==> src/rtl/uart_pkg.sv <==
// uart_pkg: shared definitions for the UART receive path.
//   PAR_NONE/PAR_EVEN/PAR_ODD : parity mode selectors for the PARITY parameter
//   rx_state_e                : receiver FSM state encoding
//   majority3                 : 2-of-3 vote used for mid-bit sampling
package uart_pkg;

    localparam int unsigned PAR_NONE = 0;
    localparam int unsigned PAR_EVEN = 1;
    localparam int unsigned PAR_ODD  = 2;

    typedef enum logic [2:0] {
        ST_IDLE,
        ST_START,
        ST_DATA,
        ST_PARITY,
        ST_STOP
    } rx_state_e;

    function automatic logic majority3(input logic a, input logic b, input logic c);
        return (a & b) | (a & c) | (b & c);
    endfunction

endpackage

==> src/rtl/uart_rx_sync.sv <==
// uart_rx_sync: two-flop synchronizer for the serial line plus falling-edge detect.
//   clk, rst_n : clock, asynchronous active-low reset (all flops reset to 1 = idle line)
//   rx_i       : raw asynchronous serial input
//   rx_s_o     : synchronized line value
//   fall_o     : high for one cycle when rx_s_o goes 1 -> 0
module uart_rx_sync (
    input  logic clk,
    input  logic rst_n,
    input  logic rx_i,
    output logic rx_s_o,
    output logic fall_o
);

    logic meta_q;
    logic sync_q;
    logic prev_q;

    always_ff @(posedge clk or negedge rst_n) begin
        if (!rst_n) begin
            meta_q <= 1'b1;
            sync_q <= 1'b1;
            prev_q <= 1'b1;
        end else begin
            meta_q <= rx_i;
            sync_q <= meta_q;
            prev_q <= sync_q;
        end
    end

    assign rx_s_o = sync_q;
    assign fall_o = prev_q & ~sync_q;

endmodule

==> src/rtl/uart_rx_cfg.sv <==
// uart_rx_cfg: configurable UART receiver (5..8 data bits, none/even/odd parity,
// 1 or 2 stop bits) with a held output word and sticky overrun.
//   clk, rst_n  : clock, asynchronous active-low reset
//   rx          : serial line, idle high, LSB first
//   data_ready  : consumer accepts the held word when high with data_valid
//   data_out    : received word
//   data_valid  : data_out and error flags valid, held until accepted
//   parity_err  : parity mismatch on the held word
//   frame_err   : a stop bit sampled low on the held word
//   overrun     : sticky, a frame completed while a word was still held
//   busy        : receiver not in IDLE
module uart_rx_cfg
    import uart_pkg::*;
#(
    parameter int unsigned CLKS_PER_BIT = 434,
    parameter int unsigned DATA_BITS    = 8,
    parameter int unsigned PARITY       = 0,
    parameter int unsigned STOP_BITS    = 1
) (
    input  logic                 clk,
    input  logic                 rst_n,
    input  logic                 rx,
    input  logic                 data_ready,
    output logic [DATA_BITS-1:0] data_out,
    output logic                 data_valid,
    output logic                 parity_err,
    output logic                 frame_err,
    output logic                 overrun,
    output logic                 busy
);

    localparam logic [15:0] CNT_LAST  = 16'(CLKS_PER_BIT - 1);
    localparam logic [15:0] CNT_S0    = 16'(CLKS_PER_BIT / 2 - 1);
    localparam logic [15:0] CNT_S1    = 16'(CLKS_PER_BIT / 2);
    localparam logic [15:0] CNT_DEC   = 16'(CLKS_PER_BIT / 2 + 1);
    localparam logic [2:0]  LAST_BIT  = 3'(DATA_BITS - 1);
    localparam logic        LAST_STOP = 1'(STOP_BITS - 1);

    logic rx_s;
    logic rx_fall;

    uart_rx_sync u_sync (
        .clk    (clk),
        .rst_n  (rst_n),
        .rx_i   (rx),
        .rx_s_o (rx_s),
        .fall_o (rx_fall)
    );

    rx_state_e            state_q, state_d;
    logic [15:0]          cnt_q, cnt_d;
    logic [2:0]           bit_idx_q, bit_idx_d;
    logic                 stop_idx_q, stop_idx_d;
    logic [1:0]           samp_q, samp_d;
    logic [DATA_BITS-1:0] shift_q, shift_d;
    logic                 perr_q, perr_d;
    logic                 ferr_q, ferr_d;
    logic                 done_q, done_d;

    logic [DATA_BITS-1:0] data_out_q;
    logic                 valid_q, par_out_q, frm_out_q, ovr_q;

    logic wrap;
    logic decide;
    logic bit_v;
    logic par_x;

    always_comb begin
        state_d    = state_q;
        cnt_d      = cnt_q;
        bit_idx_d  = bit_idx_q;
        stop_idx_d = stop_idx_q;
        samp_d     = samp_q;
        shift_d    = shift_q;
        perr_d     = perr_q;
        ferr_d     = ferr_q;
        done_d     = 1'b0;

        wrap   = (cnt_q == CNT_LAST);
        decide = (cnt_q == CNT_DEC);
        bit_v  = majority3(samp_q[0], samp_q[1], rx_s);
        par_x  = (^shift_q) ^ bit_v;

        if (state_q != ST_IDLE) begin
            cnt_d = wrap ? '0 : cnt_q + 16'd1;
            if (cnt_q == CNT_S0) samp_d[0] = rx_s;
            if (cnt_q == CNT_S1) samp_d[1] = rx_s;
        end

        unique case (state_q)
            ST_IDLE: begin
                cnt_d = '0;
                if (rx_fall) begin
                    state_d    = ST_START;
                    bit_idx_d  = '0;
                    stop_idx_d = 1'b0;
                    perr_d     = 1'b0;
                    ferr_d     = 1'b0;
                end
            end
            ST_START: begin
                if (decide && bit_v) begin
                    state_d = ST_IDLE;
                    cnt_d   = '0;
                end else if (wrap) begin
                    state_d = ST_DATA;
                end
            end
            ST_DATA: begin
                if (decide) shift_d = {bit_v, shift_q[DATA_BITS-1:1]};
                if (wrap) begin
                    if (bit_idx_q == LAST_BIT) begin
                        bit_idx_d = '0;
                        state_d   = (PARITY != PAR_NONE) ? ST_PARITY : ST_STOP;
                    end else begin
                        bit_idx_d = bit_idx_q + 3'd1;
                    end
                end
            end
            ST_PARITY: begin
                if (decide) perr_d = (PARITY == PAR_ODD) ? ~par_x : par_x;
                if (wrap) state_d = ST_STOP;
            end
            ST_STOP: begin
                if (decide) begin
                    if (!bit_v) ferr_d = 1'b1;
                    // Last stop bit: leave at the decision point so a
                    // back-to-back start edge is not missed.
                    if (stop_idx_q == LAST_STOP) begin
                        state_d    = ST_IDLE;
                        cnt_d      = '0;
                        stop_idx_d = 1'b0;
                        done_d     = 1'b1;
                    end else begin
                        stop_idx_d = 1'b1;
                    end
                end
            end
            default: state_d = ST_IDLE;
        endcase
    end

    always_ff @(posedge clk or negedge rst_n) begin
        if (!rst_n) begin
            state_q    <= ST_IDLE;
            cnt_q      <= '0;
            bit_idx_q  <= '0;
            stop_idx_q <= 1'b0;
            samp_q     <= '0;
            shift_q    <= '0;
            perr_q     <= 1'b0;
            ferr_q     <= 1'b0;
            done_q     <= 1'b0;
        end else begin
            state_q    <= state_d;
            cnt_q      <= cnt_d;
            bit_idx_q  <= bit_idx_d;
            stop_idx_q <= stop_idx_d;
            samp_q     <= samp_d;
            shift_q    <= shift_d;
            perr_q     <= perr_d;
            ferr_q     <= ferr_d;
            done_q     <= done_d;
        end
    end

    // Completion coinciding with acceptance reloads instead of flagging overrun.
    always_ff @(posedge clk or negedge rst_n) begin
        if (!rst_n) begin
            data_out_q <= '0;
            valid_q    <= 1'b0;
            par_out_q  <= 1'b0;
            frm_out_q  <= 1'b0;
            ovr_q      <= 1'b0;
        end else if (done_q) begin
            if (!valid_q || data_ready) begin
                data_out_q <= shift_q;
                par_out_q  <= perr_q;
                frm_out_q  <= ferr_q;
                valid_q    <= 1'b1;
            end else begin
                ovr_q <= 1'b1;
            end
        end else if (valid_q && data_ready) begin
            valid_q <= 1'b0;
        end
    end

    assign data_out   = data_out_q;
    assign data_valid = valid_q;
    assign parity_err = par_out_q;
    assign frame_err  = frm_out_q;
    assign overrun    = ovr_q;
    assign busy       = (state_q != ST_IDLE);

endmodule

==> config.mk <==
export PLATFORM = sky130hd
export DESIGN_NAME = uart_rx_cfg
export DESIGN_NICKNAME = d
export VERILOG_FILES = /design/src/rtl/uart_pkg.sv /design/src/rtl/uart_rx_sync.sv /design/src/rtl/uart_rx_cfg.sv
export SDC_FILE = /design/constraint.sdc
export NUM_CORES = 1
export LEC_CHECK = 0
export BUFFER_PORTS_ARGS = -buffer_cell sky130_fd_sc_hd__buf_2
export CORE_ASPECT_RATIO = 1.5
export CORE_MARGIN = 2
export CORE_UTILIZATION = 25
export DETAILED_ROUTE_END_ITERATION = 10
export PLACE_DENSITY = 0.37
export SYNTH_ARGS = -nofsm -noshare
export SYNTH_HDL_FRONTEND = slang
export SYNTH_HIERARCHICAL = 1
export SYNTH_SLANG_ARGS = --single-unit
==> constraint.sdc <==
create_clock -name clk -period 5.75 [get_ports clk]
set_clock_uncertainty 0.15 [all_clocks]
set_input_delay 0.575 -clock clk [delete_from_list [all_inputs] [get_ports clk]]
set_output_delay 0.575 -clock clk [all_outputs]
set_load 0.005 [all_outputs]
==> out/results.tsv <==
metric	value	unit
status	completed	
drt first pass iters	4	
first-pass GRT wire length	8.659	mm
Initial Util	25.55	%
Cell Pwr Density	295.6	nW/um2
Fmax	0.3552	GHz
area of the multi-input gates	1042	um2
vias	1572	
Worst Hold Class	reg -> reg	
post-synth top area share	50.03	%
n_diodes	0	
EDFF count, synth	0	
Detail Route Antenna Nets	0	
setup violators final	0	
largest net degree at the start of global routing	51	
FFs w/ async S/R, synth	100.0	%
DR vias/cell	4.707	
worst setup path end	cnt_q[5]$_DFF_PN0_	
Hold Vio Cnt, Final	0	
DRT Wirelength	5.103	mm
CP max FO	16	
FP Rows	43	
critical path, cell by cell	or4_4, or4_1, o31ai_4, nor3_1	
Clk pin slew, worst setup/hold paths	0.07	ns
FF-to-FF End	cnt_q[5]$_DFF_PN0_	
Worst-Skew Late Latency	0.30	ns
Cells after Synth	198	
port buffer count	16	
Iter 0 DRT Violations	44	
placed cell count	326	
commonest non-fill, non-tap cell in the layout	dfrtp_1	
synth top area cells	dfrtp_1 (50%), mux2_2 (9.6%), dfstp_2 (3.4%)	
clk root buf	clkbuf_16	
crit path DAT	2.81	ns
Post-DP HPWL	3.624	mm
max-slew violation count	0	
CTS tree	yes	
register area	1255	um2
Setup TNS	0	ns
r2r startpoint	cnt_q[10]$_DFF_PN0_	
highest-count cells in the layout ignoring fill and taps	dfrtp_1 (47), mux2_2 (20), buf_2 (16)	
FF-to-FF setup slack	2.93	ns
crit-path max cell delay	0.69	ns
cells on worst reg2reg path	4	
Avg Synthesized Cell Area	11.87	um2
worst setup path startpoint	cnt_q[10]$_DFF_PN0_	
Slew HR	47.88	%
Synth Cell Area	2351	um2
Nets	231	
RD Place Congestion	0.7462	
maximum capacitance violations	0	
post-CTS setup buffer count	0	
IO Pins	17	
Area growth syn-to-layout	15.59	%
CP Launch Type	flip-flop	
PostCTS Resize Cnt	0	
VDD IR max	0.1331	mV
#FFs+latches synth	50	
Tcrit/Tclk final	48.96	%
syn nets	208	
share of cells above drive strength 1	25.68	%
CP max-delay cell	or4_1	
RSZ-0062 raised after global routing	false	
CTS sink cnt	50	
Die Width	83.18	um
filler cell count	942	
drt drc	0	
DIE AREA	10210	um2
leakage power	0.001263	uW
Main synth FF type	dfrtp_1	
Distinct cells, synth	39	
WS Path Type	reg -> reg	
gr usage total	11.18	%
Die Y	122.8	um
crit path capture type	flip-flop	
WP buf/inv	0	
CP top delay family	simple AND/OR/NAND/NOR gates	
yosys synthesis warning count	6	
sequential area share after synthesis	53.38	%
fin crit period	2.815	ns
Num CTS Buffers	5	
vias in the first global route	1649	
Stages on worst setup path	4	
Routed wire per std cell	15.28	um
Finished Layout Cells	334	
CTS H-tree lvls	2	
grt ovf	0	
Max clock buf depth	2	
WP data required	5.75	ns
initial antenna violation count	0	
core area	9200	um2
hold_buf cts	0	
leading area contributor after synthesis	dfrtp_1	
Slew @ Worst Pin	0.7818	ns
-- cell usage after synthesis, drive strengths merged (2+ instances only) --
master  count
nand4       5
ha          6
nand2b      2
inv        10
nand2      12
o31ai       3
dfrtp      47
nor3b       2
nor3        8
and2        4
or3         6
a21oi       8
mux2       20
dfstp       3
xor2        6
o21ai       6
xnor2       8
buf         2
nand3      10
or4         5
or2         2
nor2        7
mux2i       4
-- area by class of cell --
class                      count  share of cell area, %
multi-input combinational    136                  38.35
inverter                      10                  1.381
clock inverter                 1                 0.1842
clock buffer                   7                  5.249
sequential                    50                  46.18
tap                          112                  5.157
timing repair buffer          18                  3.499
-- how the worst min path moves through the flow --
stage	from	endpoint	depth (start not counted)
after detailed placement	u_sync/meta_q$_DFF_PN1_	u_sync/rx_s_o$_DFF_PN1_	0
after global placement	u_sync/meta_q$_DFF_PN1_	u_sync/rx_s_o$_DFF_PN1_	0
final	u_sync/meta_q$_DFF_PN1_	u_sync/rx_s_o$_DFF_PN1_	0
after global routing	rx	u_sync/meta_q$_DFF_PN1_	1
after floorplan	rst_n	bit_idx_q[0]$_DFFE_PN0P_	0
after CTS	u_sync/meta_q$_DFF_PN1_	u_sync/rx_s_o$_DFF_PN1_	0
-- per-layer routing --
metal | share of wire [%] | vias to the layer above | GRT usage [%]
met1 | 39 | 788 | 11.73
met2 | 55 | 31 | 20.41
met3 | 3.7 | 6 | 3.161
met4 | 2.0 | 0 | 5.533
met5 | 0 | - | 0
li1 | - | 747 | -
-- state kept, by name, summed over array words and instances, names as in the netlist --
signal	count
bit_idx_q	3
ferr_q	1
data_out	8
parity_err	1
state_q	3
samp_q	2
shift_q	8
perr_q	1
u_sync/meta_q	1
u_sync/rx_s_o	1
data_valid	1
done_q	1
frame_err	1
overrun	1
u_sync/prev_q	1
cnt_q	16
-- worst reg2reg max path, delay by kind of cell, from the launching register on --
kind	cells	cell delay [ns]
flip-flops	1	0.43
AND/OR/NAND/NOR	3	1.39
AO/OA/AOI/OAI	1	0.70
-- stage by stage --
step                      hold WS, ns  util (%)  power (uW)  worst slack [ns]  instance area [um2]
after floorplan                0.1294         -       471.3             3.358                 2351
after global placement         0.1977     27.93       509.8             2.895                 2570
after detailed placement       0.1968     27.93       508.6             2.913                 2570
after CTS                      0.2070     29.54       821.8             2.900                 2718
after global routing           0.2100     29.54       853.4             2.794                 2718
final                          0.2058     29.54       803.4             2.935                 2718
-- report_power, final --
part	switching [uW]	total, uW	internal [uW]
Sequential	24.2	395	371
Combinational	60.6	104	43.9
Clock	131	304	173
-- kinds of logic (layout without fill, tap and decap cells) --
kind of cell / Yosys count / in the layout / share of synthesized area, %
xor+xnor: 15 / 15 / 6.174
buf+inv: 12 / 36 / 2.288
fa+ha+maj: 7 / 7 / 3.619
compound gates: 21 / 21 / 5.961
simple gates: 69 / 69 / 17.30
mux: 24 / 24 / 11.28
flops: 50 / 50 / 53.38
No activity file was read; power rests on OpenSTA's default activity.
